$ cat config.mk
export PLATFORM = sky130hd
export DESIGN_NAME = bcrypt_hash_encoder
export DESIGN_NICKNAME = d
export VERILOG_FILES = /design/src/rtl/bcrypt_pkg.sv /design/src/rtl/bcrypt_b64_lut.sv /design/src/rtl/bcrypt_hash_encoder.sv
export SDC_FILE = /design/constraint.sdc
export NUM_CORES = 1
export LEC_CHECK = 0
export BUFFER_PORTS_ARGS = -buffer_cell sky130_fd_sc_hd__buf_2
export CORE_ASPECT_RATIO = 1.1
export CORE_MARGIN = 5
export CORE_UTILIZATION = 55
export CTS_CLUSTER_DIAMETER = 200
export DETAILED_ROUTE_END_ITERATION = 10
export GPL_TIMING_DRIVEN = 0
export PLACE_DENSITY = 0.77
export SLEW_MARGIN = 20
export SYNTH_ARGS = -nofsm -noshare
export SYNTH_HDL_FRONTEND = slang
export SYNTH_SLANG_ARGS = --single-unit
$ cat constraint.sdc
create_clock -name clk -period 21 [get_ports clk]
set_input_delay 1.05 -clock clk [delete_from_list [all_inputs] [get_ports clk]]
set_output_delay 1.05 -clock clk [all_outputs]
set_load 0.1 [all_outputs]
$ cat src/rtl/bcrypt_pkg.sv
// rtl/bcrypt_pkg.sv - shared types, sizes and radix-64 alphabet for the bcrypt string encoder
package bcrypt_pkg;

  typedef enum logic [2:0] {
    IDLE   = 3'd0,
    PREFIX = 3'd1,
    COST   = 3'd2,
    SEP    = 3'd3,
    SALT   = 3'd4,
    CT     = 3'd5
  } enc_state_t;

  localparam int SALT_CHARS = 22;
  localparam int CT_CHARS   = 31;
  localparam int CT_BITS    = 184;
  localparam int HASH_W     = 326;
  localparam int STR_LEN    = 60;

  // bcrypt alphabet "./A-Za-z0-9", which is not the RFC 4648 ordering
  function automatic logic [7:0] b64_ascii(input logic [5:0] idx);
    logic [7:0] i8;
    i8 = {2'b00, idx};
    if (idx < 6'd2)
      b64_ascii = 8'h2E + i8;
    else if (idx < 6'd28)
      b64_ascii = 8'h41 + i8 - 8'd2;
    else if (idx < 6'd54)
      b64_ascii = 8'h61 + i8 - 8'd28;
    else
      b64_ascii = 8'h30 + i8 - 8'd54;
  endfunction

endpackage

$ cat src/rtl/bcrypt_b64_lut.sv
// rtl/bcrypt_b64_lut.sv - combinational 6-bit index to bcrypt radix-64 ASCII
module bcrypt_b64_lut
  import bcrypt_pkg::*;
(
  input  logic [5:0] idx,
  output logic [7:0] ascii
);

  assign ascii = b64_ascii(idx);

endmodule

$ cat src/rtl/bcrypt_hash_encoder.sv
// rtl/bcrypt_hash_encoder.sv - streams {cost, salt, ciphertext} as a 60-char "$2b$CC$..." bcrypt string
module bcrypt_hash_encoder
  import bcrypt_pkg::*;
#(
  parameter logic [7:0] MINOR_CHAR = 8'h62
) (
  input  logic              clk,
  input  logic              rst,
  input  logic              hash_valid,
  input  logic [HASH_W-1:0] hash,
  output logic              hash_ready,
  output logic [7:0]        out_char,
  output logic              out_valid,
  input  logic              out_ready,
  output logic              out_last,
  output logic              busy
);

  enc_state_t          state;
  enc_state_t          next_state;
  logic [5:0]          pos;
  logic [5:0]          cost_r;
  logic [127:0]        salt_sr;
  logic [CT_BITS-1:0]  ct_sr;
  logic                accept;
  logic                last_in_state;
  logic [5:0]          b64_idx;
  logic [7:0]          b64_char;
  logic [2:0]          tens;
  logic [5:0]          units;
  logic                unused_ct_tail;

  // only 23 ciphertext bytes are encoded; the last byte is dropped at capture
  assign unused_ct_tail = ^hash[7:0];

  assign accept     = out_valid & out_ready;
  assign out_valid  = (state != IDLE);
  assign out_last   = (state == CT) && (pos == 6'(CT_CHARS - 1));
  assign hash_ready = (state == IDLE);
  assign busy       = ~hash_ready;

  assign b64_idx = (state == SALT) ? salt_sr[127:122] : ct_sr[CT_BITS-1 -: 6];

  bcrypt_b64_lut u_lut (
    .idx   (b64_idx),
    .ascii (b64_char)
  );

  always_comb begin
    tens  = 3'd0;
    units = cost_r;
    if (cost_r >= 6'd60) begin
      tens  = 3'd6;
      units = cost_r - 6'd60;
    end else if (cost_r >= 6'd50) begin
      tens  = 3'd5;
      units = cost_r - 6'd50;
    end else if (cost_r >= 6'd40) begin
      tens  = 3'd4;
      units = cost_r - 6'd40;
    end else if (cost_r >= 6'd30) begin
      tens  = 3'd3;
      units = cost_r - 6'd30;
    end else if (cost_r >= 6'd20) begin
      tens  = 3'd2;
      units = cost_r - 6'd20;
    end else if (cost_r >= 6'd10) begin
      tens  = 3'd1;
      units = cost_r - 6'd10;
    end
  end

  always_comb begin
    out_char = 8'h00;
    case (state)
      PREFIX: begin
        case (pos)
          6'd0:    out_char = 8'h24;
          6'd1:    out_char = 8'h32;
          6'd2:    out_char = MINOR_CHAR;
          default: out_char = 8'h24;
        endcase
      end
      COST:      out_char = (pos == 6'd0) ? (8'h30 + {5'd0, tens}) : (8'h30 + {2'd0, units});
      SEP:       out_char = 8'h24;
      SALT, CT:  out_char = b64_char;
      default:   out_char = 8'h00;
    endcase
  end

  always_comb begin
    last_in_state = 1'b0;
    next_state    = state;
    case (state)
      PREFIX: begin
        last_in_state = (pos == 6'd3);
        next_state    = COST;
      end
      COST: begin
        last_in_state = (pos == 6'd1);
        next_state    = SEP;
      end
      SEP: begin
        last_in_state = 1'b1;
        next_state    = SALT;
      end
      SALT: begin
        last_in_state = (pos == 6'(SALT_CHARS - 1));
        next_state    = CT;
      end
      CT: begin
        last_in_state = (pos == 6'(CT_CHARS - 1));
        next_state    = IDLE;
      end
      default: begin
        last_in_state = 1'b0;
        next_state    = IDLE;
      end
    endcase
  end

  always_ff @(posedge clk or posedge rst) begin
    if (rst) begin
      state   <= IDLE;
      pos     <= 6'd0;
      cost_r  <= 6'd0;
      salt_sr <= '0;
      ct_sr   <= '0;
    end else if (state == IDLE) begin
      if (hash_valid) begin
        state   <= PREFIX;
        pos     <= 6'd0;
        cost_r  <= hash[325:320];
        salt_sr <= hash[319:192];
        ct_sr   <= hash[191:8];
      end
    end else if (accept) begin
      if (last_in_state) begin
        state <= next_state;
        pos   <= 6'd0;
      end else begin
        pos <= pos + 6'd1;
      end
      // zero fill makes the short final salt/CT characters come out padded
      if (state == SALT)
        salt_sr <= {salt_sr[121:0], 6'd0};
      if (state == CT)
        ct_sr <= {ct_sr[CT_BITS-7:0], 6'd0};
    end
  end

endmodule

# Word-level counts from Yosys, hierarchy flattened
# Index checks and enable logic that the tools add are counted.
# W data, S select, Z words.
# totals
out_inout_bits	12
in_bits	330
register_bits	327
# classes
bitwise_logic	2
n_reduce_logical	14
eq_ne	11
mux	37
n_addsub	16
n_lt_le_gt_ge	9
# ops
cell	count
$mux W184	4
$mux W128	4
$mux W6	11
$pmux W8 S4	1
$mux W8	3
$add A6 B6 Y7 const A	3
$mux W3	7
$ge A6 B6 Y1 const B	3
$sub A6 B6 Y6 const B	3
$add A7 B6 Y8 const A	2
$pmux W7 S2	1
$eq A6 B2 Y1 const B	2
$eq A6 B5 Y1 const B	2
$ge A6 B5 Y1 const B	2
$pmux W3 S4	1
$sub A6 B5 Y6 const B	2
$reduce_and A3 Y1	3
$reduce_bool A2 Y1	4
$sub A8 B2 Y8 const B	1
$sub A8 B5 Y8 const B	1
$sub A8 B6 Y8 const B	1
$add A6 B3 Y7 const A	1
$mux W7	1
$add A6 B1 Y6 const B	1
other kinds (21)	25

# Longest topological paths before layout
# Gate-level depths: netlist of run 1.
# logic_depth
ltp_word	10
mapped_depth	15

# Cells and area by module
# From an unflattened synthesis of run 1, not the netlist that was laid out.
# unflattened
cells_unflattened	1779
hier_area_um2	16291.9
# modules_own_cells
mod	seq_area_each_um2	cells_each	n_inst	area_per_inst_um2
bcrypt_hash_encoder	8182.8	1701	1	15783.9
bcrypt_b64_lut	0.0	78	1	508.0

# Worst setup path before layout of run 1
# No wires, ideal clock.
# synth_path
path_kind	register -> output
startpoint	register state[1]
endpoint	output out_char[5]
n_path_buf	3
setup_slack_ns	15.352
required_time_ns	19.950
arrival_ns	4.598
path_stages_with_launch	12
cell_sequence	dfrtp_1 > buf_6 > or3b_4 > buf_6 > mux2i_4 > ha_1 > nor4b_1 > mux2i_2 > buf_4 > nor2_1 > mux2_2 > o31ai_1
# synth_between
elab_chain_len	8
elab_cells_between_ends	21
classes_between	add/sub (7); order compare (3); eq/ne (5); mux (5); reduce/logical (1)
# synth_rtl
element	line_no	source
from (decl)	bcrypt_hash_encoder.sv:19	enc_state_t state;
from (signal assigned)	bcrypt_hash_encoder.sv:139	state <= next_state;
$eq A3 B3 Y1	bcrypt_hash_encoder.sv:42, bcrypt_hash_encoder.sv:75	
$mux W6	bcrypt_hash_encoder.sv:42	assign b64_idx = (state == SALT) ? salt_sr[127:122] : ct_sr[CT_BITS-1 -: 6];
$add A7 B6 Y8 or $add A6 B6 Y7 (tied branches)	bcrypt_pkg.sv:28, bcrypt_pkg.sv:30	
$sub A8 B5 Y8 or $sub A8 B6 Y8 (tied branches)	bcrypt_pkg.sv:28, bcrypt_pkg.sv:30	
$mux W8	bcrypt_pkg.sv:27	else if (idx < 6'd54)
$mux W8	bcrypt_pkg.sv:25	else if (idx < 6'd28)
$mux W8	bcrypt_pkg.sv:23	if (idx < 6'd2)
$pmux W8 S4 (*)	bcrypt_hash_encoder.sv:75	case (state)
to (decl)	bcrypt_hash_encoder.sv:12	output logic [7:0] out_char,
# Mark *: on every way between the ends. The rest lies on a longest branch, timed or not.

# Worst setup path after layout of run 1
# layout_path
startpoint	register cost_r[2]
endpoint	output out_char[5]
# layout_between
elab_chain_len	10
elab_cells_between_ends	28
classes_between	add/sub (8); order compare (6); mux (14)
# layout_rtl
element	line_no	source
from (decl)	bcrypt_hash_encoder.sv:22	logic [5:0] cost_r;
from (signal assigned)	bcrypt_hash_encoder.sv:133	cost_r <= hash[325:320];
$sub A6 B4 Y6 or $ge A6 B4 Y1 (tied branches)	bcrypt_hash_encoder.sv:69, bcrypt_hash_encoder.sv:67	
$mux W6 or $mux W1 (tied branches)	bcrypt_hash_encoder.sv:67	end else if (cost_r >= 6'd10) begin
$mux W6 or $mux W2 (tied branches)	bcrypt_hash_encoder.sv:64	end else if (cost_r >= 6'd20) begin
$mux W6 or $mux W2 (tied branches)	bcrypt_hash_encoder.sv:61	end else if (cost_r >= 6'd30) begin
$mux W6 or $mux W3 (tied branches)	bcrypt_hash_encoder.sv:58	end else if (cost_r >= 6'd40) begin
$mux W6 or $mux W3 (tied branches)	bcrypt_hash_encoder.sv:55	end else if (cost_r >= 6'd50) begin
$mux W6 or $mux W3 (tied branches)	bcrypt_hash_encoder.sv:52	if (cost_r >= 6'd60) begin
$add A6 B6 Y7 or $add A6 B3 Y7 (tied branches)	bcrypt_hash_encoder.sv:84	COST: out_char = (pos == 6'd0) ? (8'h30 + {5'd0, tens}) : (8'h30 + {2'd0, units});
$mux W7 (*)	bcrypt_hash_encoder.sv:84	
$pmux W8 S4 (*)	bcrypt_hash_encoder.sv:75	
# Marks and branches as above.

==> results of run 1 <==
-- metrics by stage --
stage / hold WS, ns / util / worst slack (ns) / cells / power (uW)
final: 0.4998 / 0.6717 / 15.44 / 2782 / 3400
after global routing: 0.5189 / 0.6715 / 15.20 / 2780 / 3651
after CTS: 0.5021 / 0.6704 / 15.50 / 2767 / 3400
after detailed placement: 0.4818 / 0.6299 / 16.04 / 2705 / 2755
after global placement: 0.4840 / 0.6269 / 7.564 / 2702 / 2706
after floorplan: 0.4657 / - / 10.90 / 1995 / 2341
-- registers in the layout, summed over array words and instances, names as in the netlist, named ones only --
name     count
salt_sr    128
ct_sr      184
pos          6
cost_r       6
state        2
-- cell families (layout without fill, tap and decap cells) --
family,after synthesis,after routing,synth area share
XOR/XNOR,11,11,0.005894
AO/OA/AOI/OAI,421,421,0.1662
buffers and inverters,181,579,0.04807
other,0,15,0
adder cells (fa/ha/maj),27,27,0.02067
flip-flops,327,327,0.5006
multiplexers,17,17,0.01454
AND/OR/NAND/NOR,1011,1011,0.2440
-- worst reg2reg max path, stage by stage (launching register included) --
cell and delay (ns):
dfrtp_1 0.38, buf_6 0.14, or3_1 0.36, buf_2 0.20, inv_2 0.17, and2_1 0.14
buf_4 0.17, a21oi_2 0.10, nor3_1 0.15, buf_2 0.30, buf_4 0.25, buf_2 0.24
a31oi_1 0.14
-- cells in the final DEF (no fill, tap or decap), drive strengths merged, types with 14 or more instances in the layout --
cell type,synthesis,routed
diode,0,15
buf,41,377
nor2,319,319
a22o,14,14
nand2,626,626
a21oi,25,25
o21ai,26,26
clkbuf,117,172
dfrtp,327,327
inv,22,23
ha,27,27
a31oi,305,305
-- where the power goes --
| group | internal [uW] | total (uW) | switching, uW |
|---|---|---|---|
| registers | 887 | 1040 | 154 |
| clock network | 384 | 635 | 251 |
| logic | 567 | 1720 | 1160 |
| total | 1840 | 3400 | 1560 |
-- final cells by class --
class                   instances  area share
well taps                     374     0.02363
plain buffers                 158     0.03526
repair buffers                336     0.08834
flip-flops and latches        327      0.4132
multi-input cells            1487      0.3726
inverters                      23    0.004802
clock inverters                 7    0.005055
clock buffers                  55     0.05523
diodes                         15    0.001896
-- metal layers --
layer	track usage	vias to the layer above	wire, um
met1	0.3669	7504	19630
met3	0.05632	107	3368
met2	0.4763	515	23280
met4	0.09108	22	1521
li1	-	7527	-
met5	0	-	132
-- final timing paths --
| path | depth (start not counted) | endpoint | slack [ns] | startpoint |
|---|---|---|---|---|
| max | 14 | out_char[5] | 15.44 | cost_r[2]$_DFFE_PP0P_ |
| min | 1 | salt_sr[5]$_DFFE_PP0P_ | 0.50 | salt_sr[5]$_DFFE_PP0P_ |
| max reg2reg | 12 | salt_sr[100]$_DFFE_PP0P_ | 18.12 | state[1]$_DFFE_PP0P_ |
| min reg2reg | 1 | salt_sr[5]$_DFFE_PP0P_ | 0.50 | salt_sr[5]$_DFFE_PP0P_ |
| max in group asynchronous | 4 | cost_r[1]$_DFFE_PP0P_ | 19.17 | rst |
| min in group asynchronous | 2 | ct_sr[69]$_DFFE_PP0P_ | 0.61 | rst |
==> reports/qor.yml, run 1 <==
run_status:
  status: "finished clean"
sta:
  period_needed_ns: 5.559
  hold_violations: 0
  slew_violations: 0
  tightestPinTransition_ns: 0.7931
  maxSlewHeadroom: 0.4576
  max_freq_ghz: 0.1799
  rsz0062_at_grt: "no"
  fin_crit_sh: 0.2647
  finalSetupTns_ns: 0
  setup_viol_count_final: 0
  skew_ns: 0.01781
synth:
  synth_top_area_share: 0.5006
  ys_ff_latch: 327
  synth_area_leaders: "dfrtp_1, nand2_1, a31oi_1, nor2_1, clkbuf_1"
  synth_cells: 1995
  ys_warn_count: 0
  synth_largest_area_cell: "dfrtp_1"
  async_flop_share: 1.000
  synth_cell_types: 69
  synth.most_common_cell: "nand2_1"
  synth-edff-count: 0
  synth-main-ff-cell: "dfrtp_1"
  synth_area_um2: 16350
  synth_nets: 2352
  synthTopCellsByCount: "nand2_1, dfrtp_1, nor2_1, a31oi_1, clkbuf_1"
  yosysSeqAreaShare: 0.5006
  synth.avg_cell_area_um2: 8.193
cts:
  clockBufferDepth: 3
  clock-root-buffer: "clkbuf_16"
  clk_pin_slew_ns: 0.06
  cts_made_buffers: 35
  htreeDepth: 2
  postCtsResizedCells: 0
  cts_setup_buffers: 0
  cts_tree: "done"
  cts.sinks: 327
  clk_latency_ns: 0.52
  cts_hold_buf: 0
setup_path:
  critPathTopFamily: "compound AO/OA/AOI/OAI gates"
  startpoint_type: "flip-flop"
  crit_required_ns: 19.95
  critical_path.max_stage_delay_ns: 0.75
  worstPathCellList: "inv_1 -> ha_1 -> a2111oi_0 -> and2_1 -> a2111oi_0 -> o21ai_0 -> a31oi_1 -> a211oi_1 -> ha_1 -> nand2_1 -> a21oi_1 -> o32a_1 -> o31ai_1 -> buf_2"
  worst-path-max-fanout: 9
  endpoint_kind: "output port"
  cp_slowest_cell: "a2111oi_0"
  path_buf_inv: 2
  arrival_ns: 4.51
  critPathKind: "reg -> out"
final_layout:
  drive_gt1_frac: 0.1889
  final_area_um2: 19800
  seqCellArea_um2: 8183
  n_fill_cell: 2515
  area_growth_pct: 21.14
  layout.nets: 2725
  multi_input_area_um2: 7377
route:
  vias: 15680
  drt-pass1-iter-count: 7
  avgViaCountPerCell: 5.634
  drtIter0Drc: 1355
  wl_per_cell_um: 17.23
  drc: 0
  detail-route-antenna-nets: 0
  wl_um: 47930
floorplanning:
  die_y_um: 190.8
  coreArea_um2: 29480
  ios: 342
  fp.dieW_um: 174.4
  start_util: 0.5545
  row_count: 66
  dieArea_um2: 33270
placed_design:
  dp_hpwl_um: 35630
  port_buffers: 333
  placed_area_um2: 18570
  gp_congestion: 0.9290
grt:
  grt_pass1_vias: 15460
  grt.overflow.total: 0
  grt_max_degree: 92
  grtUsageTotal: 0.2816
  antenna_found_initial: 27
  grt_pass1_wl_um: 77310
pwr:
  ir_worst_vdd_mv: 0.09060
  p_leak_uw: 0.009239
  p_per_area_nw_per_um2: 171.7
min_path:
  hold_class: "reg -> reg"
job:
  maxCapViolCount: 0
Power figures use the tool's default switching activity.
==> inputs of run 2 (changes only) <==
Settings changed: CORE_UTILIZATION 55 to 50, PLACE_DENSITY 0.77 to 0.74.
Clock period 21 ns to 4.7 ns, I/O delays scaled along.
==> reports/qor.yml, run 2 (synthesis gave the netlist of run 1 again) <==
cts:
  cts.sinks: 327  # unchanged
  clk_pin_slew_ns: 0.07  # about the same
  cts_made_buffers: 35  # unchanged
  cts_tree: "done"
  clockBufferDepth: 3  # unchanged
  htreeDepth: 2  # unchanged
  clock-root-buffer: "clkbuf_16"
  cts_setup_buffers: 0  # unchanged
  clk_latency_ns: 0.53  # about the same
grt:
  grtUsageTotal: 0.3138  # +0.03225
  antenna_found_initial: 13  # -52%
  grt_pass1_wl_um: 93180  # +21%
  grt_pass1_vias: 18150  # +17%
  grt.overflow.total: 0  # unchanged
  grt_max_degree: 35  # -62%
floorplanning:
  fp.dieW_um: 182.4  # +4.6%
  die_y_um: 199.6  # +4.6%
  coreArea_um2: 32290  # +9.5%
  dieArea_um2: 36410  # +9.4%
  ios: 342  # unchanged
  start_util: 0.5062  # -0.04821
  row_count: 69  # +4.5%
final_layout:
  multi_input_area_um2: 7388  # +0.15%
  drive_gt1_frac: 0.1714  # -0.01749
  layout_commonest_cell: "nand2_1"
  largestRegisters: "ct_sr: 184 flops, salt_sr: 128 flops"
  final_cell_mix: "nand2_1, buf_2, dfrtp_1"
  layout.nets: 3044  # +12%
  final_area_um2: 23090  # +17%
  n_fill_cell: 2265  # -9.9%
  seqCellArea_um2: 8183  # unchanged
  largest_reg_flops: 184  # unchanged
  largest_register: "ct_sr"
  area_growth_pct: 41.28
sta:
  finalSetupTns_ns: 0  # unchanged
  max_freq_ghz: 0.2261
  rsz0062_at_grt: "no"
  slew_violations: 0  # unchanged
  tightestPinTransition_ns: 0.8527  # +0.05960 ns
  fin_hold_ws_ns: 0.01527  # -0.4845 ns
  maxSlewHeadroom: 0.4315  # -0.02606
  setup_viol_count_final: 0  # unchanged
  skew_ns: 0.01604  # -0.001767 ns
  hold_violations: 0  # unchanged
  period_needed_ns: 4.423
  fin_crit_sh: 0.9411
route:
  drt-pass1-iter-count: 7  # unchanged
  wl_um: 59260  # +24%
  vias: 18100  # +15%
  drc: 0  # unchanged
  avgViaCountPerCell: 5.739  # +1.9%
  wl_per_cell_um: 18.79  # +9.1%
  detail-route-antenna-nets: 0  # unchanged
  drtIter0Drc: 1559  # +15%
pwr:
  power.internal_uw: 8273  # +350%
  ir_worst_vdd_mv: 0.5798  # +540%
  p_leak_uw: 0.01058  # +14%
  p_clk_frac: 0.177  # -0.010
  p_per_area_nw_per_um2: 677.7  # +290%
  combPwrFrac: 0.524  # +0.017
  sequentialPowerShare: 0.299  # -0.007
  switching_share: 0.4713  # +0.01170
  power.switching_uw: 7376  # +370%
  power.total_uw: 15650  # +360%
setup_path:
  critPathKind: "reg -> out"
  worst-path-max-fanout: 7  # -2
  crit_required_ns: 4.47  # -15.48 ns
  startpoint_type: "flip-flop"
  arrival_ns: 4.19  # -0.32 ns
  endpoint_kind: "output port"
placed_design:
  gp_congestion: 0.9093  # -2.1%
  placed_area_um2: 18780  # +1.1%
  dp_hpwl_um: 36360  # +2.0%
  port_buffers: 333  # unchanged
job:
  maxCapViolCount: 0  # unchanged
run_status:
  status: "finished clean"
min_path:
  hold_class: "in -> reg"
run 2: changes by cell type in the layout (fill, tap and decap cells not counted), moves of 3 or more:
cell	before	now
dlygate4sd3_1	0	311
buf_12	0	10
clkinv_2	5	8
clkinvlp_4	0	3
run 2: worst max-delay path, cell delays in order, from the launching register on:
cell and delay, ns:
dfrtp_1 0.43, clkbuf_1 0.34, inv_1 0.25, ha_1 0.29, and3b_1 0.24, a22oi_1 0.50, o21ai_0 0.18, o21ai_0 0.33
ha_1 0.30, nand2_1 0.06, a21oi_1 0.06, o32a_1 0.20, o31ai_2 0.09, clkbuf_4 0.40
run 2: final timing paths:
kind                                        from                      end  slack (ns)  depth (start not counted)
max                        cost_r[3]$_DFFE_PP0P_              out_char[5]        0.28                         13
max reg2reg                 state[0]$_DFFE_PP0P_    ct_sr[23]$_DFFE_PP0P_        1.76                          7
min reg2reg                 ct_sr[3]$_DFFE_PP0P_     ct_sr[3]$_DFFE_PP0P_        0.50                          1
min in group asynchronous                    rst    cost_r[2]$_DFFE_PP0P_        0.17                          3
min                                    hash[239]  salt_sr[47]$_DFFE_PP0P_        0.02                          3
max in group asynchronous                    rst    ct_sr[50]$_DFFE_PP0P_        3.37                          7
run 2: per-stage QoR:
| stage | util | std cells | setup slack [ns] |
|---|---|---|---|
| finish | 0.7152 | 3154 | 0.2768 |
| global placement | 0.5746 | 2754 | -1.782 |
| CTS | 0.7132 | 3137 | 0.04930 |
| floorplan | - | 1995 | 0.1003 |
| detailed placement | 0.5817 | 2765 | 0.5643 |
| global route | 0.7148 | 3148 | 0.05925 |
run 2: final cells by class:
type	count	share of cell area
Clock inverter	14	0.006231
Tap cell	426	0.02308
Timing Repair Buffer	655	0.2169
Inverter	23	0.003955
Sequential cell	327	0.3543
Antenna cell	15	0.001625
Buffer	158	0.03023
Clock buffer	49	0.04367
Multi-Input combinational cell	1487	0.3199
run 2: repair_timing:
item,in CTS,in global routing
hold endpoints to repair,338,2
resized for setup,0,3
endpoints found under the setup margin,0,1
hold buffers,309,2
run 2: layer usage:
layer | track usage | up-vias | part of all wire
met5 | 0 | - | 0.00079
met4 | 0.1726 | 8 | 0.060
met3 | 0.05698 | 290 | 0.078
met2 | 0.5244 | 1050 | 0.48
met1 | 0.3884 | 8593 | 0.38
li1 | - | 8161 | -
run 2: power by group through the flow:
stage / Combinational, uW / Clock, uW / Sequential [uW]
floorplan: 5980 / 0 / 4460
global placement: 7530 / 0 / 4620
detailed placement: 7700 / 0 / 4660
CTS: 7940 / 2790 / 4620
global route: 8960 / 2910 / 4780
finish: 8200 / 2770 / 4680
